==> src/rtl/keypad_matrix_emulator.sv <==
// Emulates one key of a 4x4 active-low scanned keypad, including contact
// bounce on press and release, so a scanning controller can be exercised.
module keypad_matrix_emulator #(
    parameter int BOUNCE_CYCLES = 64,
    parameter int TOGGLE_PERIOD = 8,
    parameter int GAP_CYCLES    = 16
) (
    input  logic        clk,
    input  logic        reset,
    input  logic [3:0]  row,
    output logic [3:0]  column,
    input  logic        press_valid,
    input  logic [3:0]  press_key,
    input  logic [15:0] hold_cycles,
    output logic        press_ready,
    output logic        contact,
    output logic        busy,
    output logic        done
);

    typedef enum logic [2:0] {
        IDLE,
        BOUNCE_IN,
        HELD,
        BOUNCE_OUT,
        GAP
    } state_t;

    localparam logic [15:0] BOUNCE_LAST = 16'(BOUNCE_CYCLES - 1);
    localparam logic [15:0] GAP_LAST    = 16'(GAP_CYCLES - 1);
    localparam logic [15:0] TOGGLE_LEN  = 16'(TOGGLE_PERIOD);

    state_t      state_q, state_d;
    logic [15:0] cnt_q, cnt_d;
    logic [3:0]  key_q, key_d;
    logic [15:0] hold_q, hold_d;
    logic        contact_q, contact_d;
    logic [15:0] toggle_idx;

    always_ff @(posedge clk or posedge reset) begin
        if (reset) begin
            state_q   <= IDLE;
            cnt_q     <= 16'd0;
            key_q     <= 4'd0;
            hold_q    <= 16'd1;
            contact_q <= 1'b0;
        end else begin
            state_q   <= state_d;
            cnt_q     <= cnt_d;
            key_q     <= key_d;
            hold_q    <= hold_d;
            contact_q <= contact_d;
        end
    end

    // cnt_q holds the number of cycles already spent in the current phase.
    always_comb begin
        state_d = state_q;
        cnt_d   = cnt_q + 16'd1;
        key_d   = key_q;
        hold_d  = hold_q;
        case (state_q)
            IDLE: begin
                cnt_d = 16'd0;
                if (press_valid) begin
                    state_d = BOUNCE_IN;
                    key_d   = press_key;
                    hold_d  = (hold_cycles == 16'd0) ? 16'd1 : hold_cycles;
                end
            end
            BOUNCE_IN: begin
                if (cnt_q == BOUNCE_LAST) begin
                    state_d = HELD;
                    cnt_d   = 16'd0;
                end
            end
            HELD: begin
                if (cnt_q == hold_q - 16'd1) begin
                    state_d = BOUNCE_OUT;
                    cnt_d   = 16'd0;
                end
            end
            BOUNCE_OUT: begin
                if (cnt_q == BOUNCE_LAST) begin
                    state_d = GAP;
                    cnt_d   = 16'd0;
                end
            end
            GAP: begin
                if (cnt_q == GAP_LAST) begin
                    state_d = IDLE;
                    cnt_d   = 16'd0;
                end
            end
            default: begin
                state_d = IDLE;
                cnt_d   = 16'd0;
            end
        endcase
    end

    // Contact is registered, so it is derived from the phase being entered.
    always_comb begin
        contact_d  = 1'b0;
        toggle_idx = cnt_d / TOGGLE_LEN;
        case (state_d)
            BOUNCE_IN:  contact_d = ~toggle_idx[0];
            HELD:       contact_d = 1'b1;
            BOUNCE_OUT: contact_d = toggle_idx[0];
            default:    contact_d = 1'b0;
        endcase
    end

    always_comb begin
        column = 4'b1111;
        if (contact_q && !row[key_q[3:2]]) begin
            column[key_q[1:0]] = 1'b0;
        end
    end

    assign contact     = contact_q;
    assign press_ready = (state_q == IDLE);
    assign busy        = (state_q != IDLE);
    assign done        = (state_q == GAP) && (cnt_q == GAP_LAST);

endmodule

==> config.mk <==
export PLATFORM = sky130hd
export DESIGN_NAME = keypad_matrix_emulator
export DESIGN_NICKNAME = d
export VERILOG_FILES = /design/src/rtl/keypad_matrix_emulator.sv
export SDC_FILE = /design/constraint.sdc
export NUM_CORES = 1
export LEC_CHECK = 0
export BUFFER_PORTS_ARGS = -buffer_cell sky130_fd_sc_hd__buf_2
export CAP_MARGIN = 20
export CORE_MARGIN = 2
export CORE_UTILIZATION = 61
export CTS_BUF_LIST = sky130_fd_sc_hd__clkbuf_16
export CTS_CLUSTER_DIAMETER = 60
export CTS_CLUSTER_SIZE = 24
export DETAILED_ROUTE_END_ITERATION = 10
export GPL_ROUTABILITY_DRIVEN = 0
export PLACE_DENSITY = 0.85
export SETUP_SLACK_MARGIN = 0.02
export SYNTH_ARGS = -nofsm -noshare
export SYNTH_HDL_FRONTEND = slang
export SYNTH_SLANG_ARGS = --single-unit
==> constraint.sdc <==
create_clock -name clk -period 5.1 [get_ports clk]
set_input_delay 0 -clock clk [delete_from_list [all_inputs] [get_ports clk]]
set_output_delay 0 -clock clk [all_outputs]
set_load 0.01 [all_outputs]
==> flow_metrics.tcl <==
set metrics [dict create \
    coreArea_um2 3689 \
    cts.sinks 40 \
    finalSetupTns_ns 0 \
    ant_nets 0 \
    pwr_density_cell_nw_per_um2 513.8 \
    place_hpwl_um 3513 \
    wl_um 5644 \
    setup_viol 0 \
    synth_compound_area_share_pct 8.245 \
    crit_fanout 17 \
    htree_levels 2 \
    multi_input_area_um2 1290 \
    firstDrtPassIters 4 \
    yosysTopAreaCell "dfrtp_1" \
    syn_inst 234 \
    endpoint_kind "register" \
    drc 0 \
    worst_pin_slew_ns 0.9933 \
    slew_headroom_pct 33.78 \
    vias 1979 \
    cts-root-buf "clkbuf_16" \
    yosysTopAreaCellShare_pct 41.49 \
    hold_start "hold_cycles[0]" \
    fin_crit_sh_pct 64.05 \
    synth.distinct_cells 52 \
    crit_path_start "hold_q[2]$_DFFE_PP0P_" \
    synth.area.top_cells "dfrtp_1, mux2_2, xor2_1" \
    layoutNonFillerInstCount 336 \
    grt_pass1_wl_um 9390 \
    grt_usage_pct 28.75 \
    clockBufferDepth 2 \
    fp.dieW_um 66.10 \
    fillCellCount 223 \
    drive_gt1_share_pct 24.65 \
    critPathMaxStageDelay_ns 0.74 \
    dieHeight_um 66.10 \
    hold_end "hold_q[0]$_DFFE_PP1P_" \
    irDropWorstVdd_uv 400.0 \
    critPathKind "register to register" \
    dp_cells 308 \
    clock_latency_ns 0.28 \
    initial_core_util_pct 63.77 \
    finalNetCount 316 \
    worst_slack_ns 1.833 \
    critPathArrivalTime_ns 3.43 \
    antenna_found_initial 0 \
    async_flop_share_pct 100.0 \
    first_iter_violations 138 \
    rr_endpoint "contact$_DFF_PP0_" \
    pre_cts_ws_ns 2.073 \
    grt_overflow_total 0 \
    rsz0062_at_grt "no" \
    ys_seq_area_share_pct 42.61 \
    fin_crit_ns 3.267 \
    crit_buf_inv 0 \
    ys_ff_latch 40 \
    slew_violations 0 \
    synth-simple-area-share_pct 22.98 \
    synth_fa_ha_area_share_pct 1.064 \
    synth-main-ff-cell "dfrtp_1" \
    vias_per_cell 5.890 \
    regToRegSetupSlack_ns 1.83 \
    synth_area_per_cell_um2 10.05 \
    synth_edf_count 0 \
    io_buffers 34 \
    path_clk_slew_ns 0.05 \
    synth-xor-area-share_pct 13.03 \
    reg2reg_depth 8 \
    start_kind "register" \
    grt_max_degree 41 \
    diodes 0 \
    synth_top_family_by_area "simple AND/OR/NAND/NOR gates" \
    ff_latch_area_um2 1002 \
    status "finished, final reports clean" \
    skew_ns 0.006173 \
    rows 22 \
    fin_hold_ws_ns 0.01125 \
    grt_pass1_vias 1996 \
    yosys.cell_count.top_type "dfrtp_1" \
    syn_nets 263 \
    worstHoldPathType "primary input to register" \
    yosysWarningCount 0 \
    cpLargestDelayFamily "simple AND/OR/NAND/NOR gates" \
    syn_area_um2 2352 \
    area_delta_synth_final_pct 22.98 \
    io_pins 35 \
    worstPathRequired_ns 5.26 \
    hold_viol 0 \
    yosys-mux-area-fraction_pct 9.521 \
    total_power_mw 1.486 \
    dieArea_um2 4369 \
    post_cts_buffers 0 \
    r2r_start "hold_q[2]$_DFFE_PP0P_" \
    cap_viol_max_count 0 \
    synthTopCellsByCount "dfrtp_1, nor2_1, xor2_1" \
    cts_tree "built" \
    total_leakage_power_nw 1.256 \
    crit_chain "nor4_1, nand2_1, or4_4, a22oi_2, nand4_2, a21oi_4, o21ai_1, xnor2_1" \
    crit_slowest_cell "nor4_1" \
    worstHoldPathCells 3 \
    numCtsBuffers 5 \
    fmax_mhz 306.1 \
    post_drt_wl_per_cell_um 16.80 \
]
power by group:
part	leakage, nW	switching (mW)	internal [mW]
clock network	0.0687	0.120	0.177
logic	0.685	0.277	0.295
registers	0.502	0.175	0.441
total	1.26	0.573	0.914
state kept, by name, indices dropped and copies added (netlist names):
signal	flops
state_q	3
cnt_q	16
hold_q	16
contact	1
key_q	4
how the worst max path moves through the flow:
stage	cells past startpoint	slack [ns]	end
2_1_floorplan	8	2.44	contact$_DFF_PP0_
4_1_cts	8	1.93	contact$_DFF_PP0_
6_report	8	1.83	contact$_DFF_PP0_
3_5_place_dp	8	2.07	contact$_DFF_PP0_
5_1_grt	8	1.71	contact$_DFF_PP0_
3_3_place_gp	8	2.12	contact$_DFF_PP0_
cells in the final DEF (no fill, tap or decap), types with 2 or more instances in the layout:
| master | netlist | routed |
|---|---|---|
| dfrtp_1 | 39 | 39 |
| buf_2 | 0 | 34 |
| nor2_1 | 27 | 27 |
| xor2_1 | 20 | 20 |
| dlygate4sd3_1 | 0 | 20 |
| mux2_2 | 17 | 17 |
| xnor2_1 | 15 | 15 |
| nand2_1 | 14 | 14 |
| nand3_1 | 12 | 12 |
| inv_1 | 6 | 7 |
| nor4_1 | 7 | 7 |
| nor3_1 | 6 | 6 |
| clkbuf_16 | 0 | 5 |
| o21ai_0 | 4 | 4 |
| and3_1 | 4 | 4 |
| nor2b_1 | 4 | 4 |
| or4_1 | 3 | 3 |
| nand2b_1 | 3 | 3 |
| or3_1 | 2 | 2 |
| and2_1 | 2 | 2 |
| nor3b_1 | 2 | 2 |
| nand4b_1 | 2 | 2 |
| a41oi_1 | 2 | 2 |
| nand3b_1 | 2 | 2 |
| or4_4 | 2 | 2 |
| o31ai_1 | 2 | 2 |
| ha_1 | 2 | 2 |
worst register-to-register path: stages (launching register included):
cell and delay, ns:
dfrtp_1 0.45, nor4_1 0.74, nand2_1 0.26, or4_4 0.57, a22oi_2 0.21, nand4_2 0.18, a21oi_4 0.45, o21ai_1 0.15
xnor2_1 0.14
timing repair:
item	4_1_cts	5_1_grt
hold buffers	20	0
resized for setup	0	0
endpoints found under the hold margin	58	0
area by class of cell:
class	count	area share (%)
tap	48	2.076
clock buffer	5	4.325
inverter	6	0.7785
clock inverter	3	0.5190
sequential	40	34.65
multi-input combinational	179	44.59
timing repair buffer	55	13.06
metal layers:
metal,wire length (µm),vias up,GRT usage [%]
met5,0,-,0
met4,164,0,13.27
met3,196,19,5.792
met2,2843,47,48.88
met1,2439,972,34.89
li1,-,941,-
metrics by stage:
step                instance area, µm²  utilization [%]
finish                            2893            78.43
global route                      2893            78.43
CTS                               2893            78.43
detailed placement                2552            69.20
global placement                  2552            69.20
floorplan                         2352                -
cell families (layout without fill, tap and decap cells):
group / Yosys count / in the layout
simple gates: 99 / 99
flops: 40 / 40
xor+xnor: 35 / 35
compound gates: 24 / 24
mux: 19 / 19
buf+inv: 15 / 69
fa+ha+maj: 2 / 2
No activity file was read; power rests on OpenSTA's default activity.
